$ cat src/rtl/bytebasher_pkg.sv
// bytebasher_pkg: shared types and constants for the whack-a-box lamp/sensor path
package bytebasher_pkg;
  typedef enum logic [2:0] {ST_IDLE, ST_PICK, ST_ACTIVE, ST_RESULT, ST_WAIT_RELEASE} state_t;
  localparam int BOX_ADDR_W = 3;
  localparam logic [BOX_ADDR_W-1:0] NO_CONTACT = 3'd0;
  // x^8+x^6+x^5+x^4+1 as a left-shifting Fibonacci register
  localparam logic [7:0] LFSR_TAPS = 8'hB8;
  function automatic logic [7:0] lfsr_step(input logic [7:0] s);
    return {s[6:0], ^(s & LFSR_TAPS)};
  endfunction
endpackage

$ cat src/rtl/box_hit_debounce.sv
// box_hit_debounce: 2-flop synchronizer plus stability counter for the sensor box address
module box_hit_debounce
  import bytebasher_pkg::*;
#(
  parameter int DEBOUNCE_CYCLES = 4
) (
  input  logic                  clk,
  input  logic                  reset,
  input  logic [BOX_ADDR_W-1:0] hit_box,
  output logic [BOX_ADDR_W-1:0] stable_box
);
  localparam int CW = $clog2(DEBOUNCE_CYCLES + 1);
  logic [BOX_ADDR_W-1:0] r_sync1, r_sync2, r_cand;
  logic [CW-1:0] r_cnt;
  // r_cnt holds how many consecutive samples of r_cand have been seen so far
  always_ff @(posedge clk or posedge reset) begin
    if (reset) begin
      r_sync1 <= NO_CONTACT;
      r_sync2 <= NO_CONTACT;
      r_cand <= NO_CONTACT;
      r_cnt <= '0;
      stable_box <= NO_CONTACT;
    end else begin
      r_sync1 <= hit_box;
      r_sync2 <= r_sync1;
      if (r_sync2 == stable_box) r_cnt <= '0;
      else if (r_sync2 != r_cand) begin
        r_cand <= r_sync2;
        if (DEBOUNCE_CYCLES <= 1) stable_box <= r_sync2;
        else r_cnt <= CW'(1);
      end else if (r_cnt == CW'(DEBOUNCE_CYCLES - 1)) begin
        stable_box <= r_sync2;
        r_cnt <= '0;
      end else r_cnt <= r_cnt + 1'b1;
    end
  end
endmodule

$ cat src/rtl/box_target_driver.sv
// box_target_driver: lights a pseudo-random box per round, judges the debounced
// contact as hit/miss/timeout and keeps a saturating score
module box_target_driver
  import bytebasher_pkg::*;
#(
  parameter int         NUM_BOXES       = 4,
  parameter int         WINDOW_CYCLES   = 50_000_000,
  parameter int         DEBOUNCE_CYCLES = 4,
  parameter logic [7:0] LFSR_SEED       = 8'hA5
) (
  input  logic                  clk,
  input  logic                  reset,
  input  logic                  start,
  input  logic [BOX_ADDR_W-1:0] hit_box,
  output logic [NUM_BOXES-1:0]  gpio_out,
  output logic [BOX_ADDR_W-1:0] target_box,
  output logic                  busy,
  output logic                  done,
  output logic                  hit,
  output logic [7:0]            score
);
  localparam int TW = (WINDOW_CYCLES > 1) ? $clog2(WINDOW_CYCLES) : 1;
  localparam logic [TW-1:0] LAST_TICK = TW'(WINDOW_CYCLES - 1);
  localparam logic [BOX_ADDR_W-1:0] MAX_BOX = BOX_ADDR_W'(NUM_BOXES);
  state_t r_state, w_next;
  logic [7:0] r_lfsr;
  logic [TW-1:0] r_timer;
  logic [BOX_ADDR_W-1:0] w_stable, w_cand, w_target;
  logic w_accept, w_hit;
  box_hit_debounce #(.DEBOUNCE_CYCLES(DEBOUNCE_CYCLES)) u_debounce (
    .clk(clk),
    .reset(reset),
    .hit_box(hit_box),
    .stable_box(w_stable)
  );
  assign w_cand = r_lfsr[BOX_ADDR_W-1:0];
  assign w_accept = w_cand != NO_CONTACT && w_cand <= MAX_BOX && w_cand != target_box;
  assign w_target = (r_state == ST_PICK && w_accept) ? w_cand : target_box;
  // any contact outranks the timeout; a wrong box is simply a miss
  always_comb begin
    w_next = r_state;
    w_hit = 1'b0;
    case (r_state)
      ST_IDLE: w_next = start ? ST_PICK : ST_IDLE;
      ST_PICK: w_next = w_accept ? ST_ACTIVE : ST_PICK;
      ST_ACTIVE: begin
        w_hit = w_stable == target_box;
        w_next = (w_stable != NO_CONTACT || r_timer == LAST_TICK) ? ST_RESULT : ST_ACTIVE;
      end
      ST_RESULT: w_next = ST_WAIT_RELEASE;
      ST_WAIT_RELEASE: w_next = (w_stable == NO_CONTACT) ? ST_IDLE : ST_WAIT_RELEASE;
      default: w_next = ST_IDLE;
    endcase
  end
  // outputs are registered from the next state so they line up with the state they describe
  always_ff @(posedge clk or posedge reset) begin
    if (reset) begin
      r_state <= ST_IDLE;
      r_lfsr <= LFSR_SEED;
      r_timer <= '0;
      target_box <= NO_CONTACT;
      gpio_out <= '0;
      busy <= 1'b0;
      done <= 1'b0;
      hit <= 1'b0;
      score <= 8'd0;
    end else begin
      r_state <= w_next;
      r_lfsr <= lfsr_step(r_lfsr);
      r_timer <= (r_state == ST_ACTIVE && w_next == ST_ACTIVE) ? r_timer + 1'b1 : '0;
      target_box <= w_target;
      gpio_out <= (w_next == ST_ACTIVE) ? NUM_BOXES'(1) << (w_target - 1'b1) : '0;
      busy <= w_next != ST_IDLE;
      done <= w_next == ST_RESULT;
      if (w_next == ST_RESULT) begin
        hit <= w_hit;
        score <= score + {7'd0, w_hit && score != 8'hFF};
      end
    end
  end
endmodule

$ cat config.mk
export PLATFORM = sky130hd
export DESIGN_NAME = box_target_driver
export DESIGN_NICKNAME = d
export VERILOG_FILES = /design/src/rtl/bytebasher_pkg.sv /design/src/rtl/box_hit_debounce.sv /design/src/rtl/box_target_driver.sv
export SDC_FILE = /design/constraint.sdc
export NUM_CORES = 1
export LEC_CHECK = 0
export ABC_AREA = 1
export CAP_MARGIN = 20
export CORE_MARGIN = 1.5
export CORE_UTILIZATION = 55
export CTS_CLUSTER_DIAMETER = 50
export DETAILED_ROUTE_END_ITERATION = 7
export GPL_TIMING_DRIVEN = 0
export PLACE_DENSITY = 0.75
export SYNTH_ARGS = -nofsm -noshare
export SYNTH_HDL_FRONTEND = slang
export SYNTH_SLANG_ARGS = --single-unit
$ cat constraint.sdc
create_clock -name clk -period 2.7 [get_ports clk]
set_input_delay 0.54 -clock clk [delete_from_list [all_inputs] [get_ports clk]]
set_output_delay 0.54 -clock clk [all_outputs]
set_load 0.01 [all_outputs]
==> metrics.txt <==
status finished clean; Worst EP arrival 2.63 ns; H-tree Lvls 3; maximum vdd ir drop 514.0 µV; Worst Hold Class flop to flop; crit-path cells inv_1 -> nor2_1 -> inv_1 -> nor2_1 -> nand4_1 -> a21oi_1 -> ha_1 -> nand3_1 -> nor3_1 -> nand3_1 -> xor2_1 -> nand2_1 -> o21ai_0; chip height 82.60 µm; unrepaired setup endpoints after global routing no; Mapped Nets 412; cts repair resizes 0; Critical Path Sink Type flop; Worst Skew 0.01126 ns; clock sink count 70; First-pass DRT Iterations 4; clock tree buffer depth 2; remaining antenna violation count 0; final instance area a little over 4000 µm²; critical path class flop to flop; Routed met3 length 221 µm; Filler cells 490; max incr delay on CP around 0.38 ns; synthesized area 3485 µm²; DPL Wire Length roughly 4.5 mm; Inserted Clock Buffers 9; pwr dens 556.3 nW/µm²; Total Power 2.245 mW; wl on met1 3.009 mm; final WL 6.554 mm; Slowest cell on crit path dfrtp_1; crit path launch type flop; # hold bufs at CTS 0; Area Growth Syn to Fin 15.83%; pin count of the biggest net entering global routing slightly above 70; Port Buffers 23; Post-layout nets 446; row cnt 28; vias in the first global route ~2500; Overflow after GRT 0; area of the multi-input gates roughly 1500 µm²; cell family with most CP delay simple AND/OR/NAND/NOR gates; Starting Density 0.5783; sequential share of power 0.503; Routed wire per std cell 12.70 µm; switch share 0.2302; internal power 1.728 mW; Worst Tran Pin Value 0.8285 ns; GR Util All Layers 0.2156; Crit path required time 2.93 ns; Post-synth EDFFs 0; register area share after synthesis 0.5041; GPL Wtd Cong around 0.85; Clock Latency Late Sink 0.34 ns; setup violators final 0; IO Pins 24; die area 6822 µm²; CORE AREA 6026 µm²; Via-to-Cell Ratio 5.103; CP bufs+invs 2; Synth Flop Type dfrtp_1; Setup Total Neg Slack 0 ns; Comb pwr share 0.074; clock tree from TritonCTS yes; Highest Signal Layer met4; Die Wd 82.60 µm; clock power share 0.423; Final Util 0.6699; crit share post-route 0.8910; Mapped Avg Cell Area 8.668 µm²; met2 wire len 3.259 mm; Tmin final 2.406 ns; Storage cell area 1757 µm²; postcts setup bufs 0; Leakage 1.682 nW; P_sw around 520 µW; share of cells above drive strength 1 0.1020; Final Max Tran Viols 0; DRC 0; Max Clk Rate 0.4157 GHz; Final Non-Filler Cells 516; Post-Syn Instances 402; Netlist cell types 29; Clock Pin Slew Worst Setup and Hold Paths 0.08 ns; Post-synth ARST share 1.000; first-pass GRT wire length 10.96 mm; CP max FO 4; initial antenna violation count 0; DP Cell Count 500; dpl cell area between 3000 and 4000 µm²; maxcap violations 0; Initial DRC Count 116; FF+latch count, synth 70; Inserted Diodes 0; Clk Tree Root Cell clkbuf_8; Vias 2633; Slew HR 0.4477; Synth warnings 0; Hold Fails Final Rpt 0
-- final cells by class --
cell class	count	area share
Inverter	46	0.04340
Sequential cell	70	0.4352
Tap cell	75	0.02325
Clock inverter	4	0.01736
Multi-Input combinational cell	283	0.3788
Clock buffer	12	0.03844
Buffer	3	0.006510
Timing Repair Buffer	23	0.05704
-- flip-flops by register name (all words and copies together) (netlist names) --
name,count
gpio_out,4
busy,1
score,8
target_box,3
r_state,3
u_debounce.r_sync1,3
u_debounce.stable_box,3
u_debounce.r_sync2,3
r_lfsr,8
hit,1
u_debounce.r_cand,3
r_timer,26
done,1
u_debounce.r_cnt,3
-- cell families (layout without fill, tap and decap cells) --
family / after synthesis / in the layout / share of synthesized area
simple gates: 221 / 221 / 0.2880
flops: 70 / 70 / 0.5041
buf+inv: 49 / 88 / 0.05709
xor+xnor: 40 / 40 / 0.1059
compound gates: 18 / 18 / 0.03052
fa+ha+maj: 4 / 4 / 0.01436
-- metal layers --
metal | up-vias | GRT usage
li1 | 1336 | -
met1 | 1255 | 0.2682
met2 | 37 | 0.3634
met3 | 5 | 0.05604
met4 | 0 | 0.07333
met5 | - | 0
-- cells in the mapped netlist, types with 2 or more instances --
cell	count	area, µm²
xor2_1	17	148.9
inv_1	45	168.9
ha_1	4	50.05
dfstp_2	4	105.1
a21oi_1	3	15.01
o21ai_0	12	60.06
nor2_2	14	87.58
dfrtp_1	66	1652
nand2_1	98	367.9
nand4_1	12	75.07
buf_6	2	22.52
nor3_1	13	65.06
nand3_1	23	115.1
nor2_1	53	198.9
xnor2_1	22	192.7
-- cells in the final DEF, fill, tap and decap left out, types with 11 or more instances in the layout --
cell type,Yosys,routed
xor2_1,17,17
nand3_1,23,23
clkdlybuf4s50_1,0,23
nand2_1,98,98
xnor2_1,22,22
nor3_1,13,13
nand4_1,12,12
nor2_1,53,53
o21ai_0,12,12
nor2_2,14,14
inv_1,45,44
clkbuf_8,0,11
dfrtp_1,66,66
-- stage by stage --
step,hold WS (ns),setup slack [ns]
global route,0.3670,0.04778
CTS,0.3527,0.2822
floorplan,0.3312,0.3984
detailed placement,0.3358,0.2982
global placement,0.3324,-0.7214
finish,0.3552,0.2944
-- power groups by stage --
stage / clock, mW / sequential (mW) / combinational (mW)
3_5_place_dp: 0 / 1.15 / 0.167
2_1_floorplan: 0 / 1.14 / 0.133
6_report: 0.949 / 1.13 / 0.166
3_3_place_gp: 0 / 1.15 / 0.159
5_1_grt: 1.03 / 1.13 / 0.195
4_1_cts: 0.967 / 1.13 / 0.171
-- worst paths after layout --
check                                                      from                               to  slack [ns]  cells after the start
worst max-delay path                       r_state[1]$_DFF_PP0_             score[7]$_DFFE_PP0P_        0.29                     13
worst min-delay path            u_debounce.r_sync1[0]$_DFF_PP0_  u_debounce.r_sync2[0]$_DFF_PP0_        0.36                      0
worst max register to register             r_state[1]$_DFF_PP0_             score[7]$_DFFE_PP0P_        0.29                     13
worst min register to register  u_debounce.r_sync1[0]$_DFF_PP0_  u_debounce.r_sync2[0]$_DFF_PP0_        0.36                      0
max in group asynchronous                                 reset             r_state[2]$_DFF_PP0_        1.44                      2
min in group asynchronous                                 reset  u_debounce.r_sync1[1]$_DFF_PP0_        0.73                      2
Power figures use the tool's default switching activity.
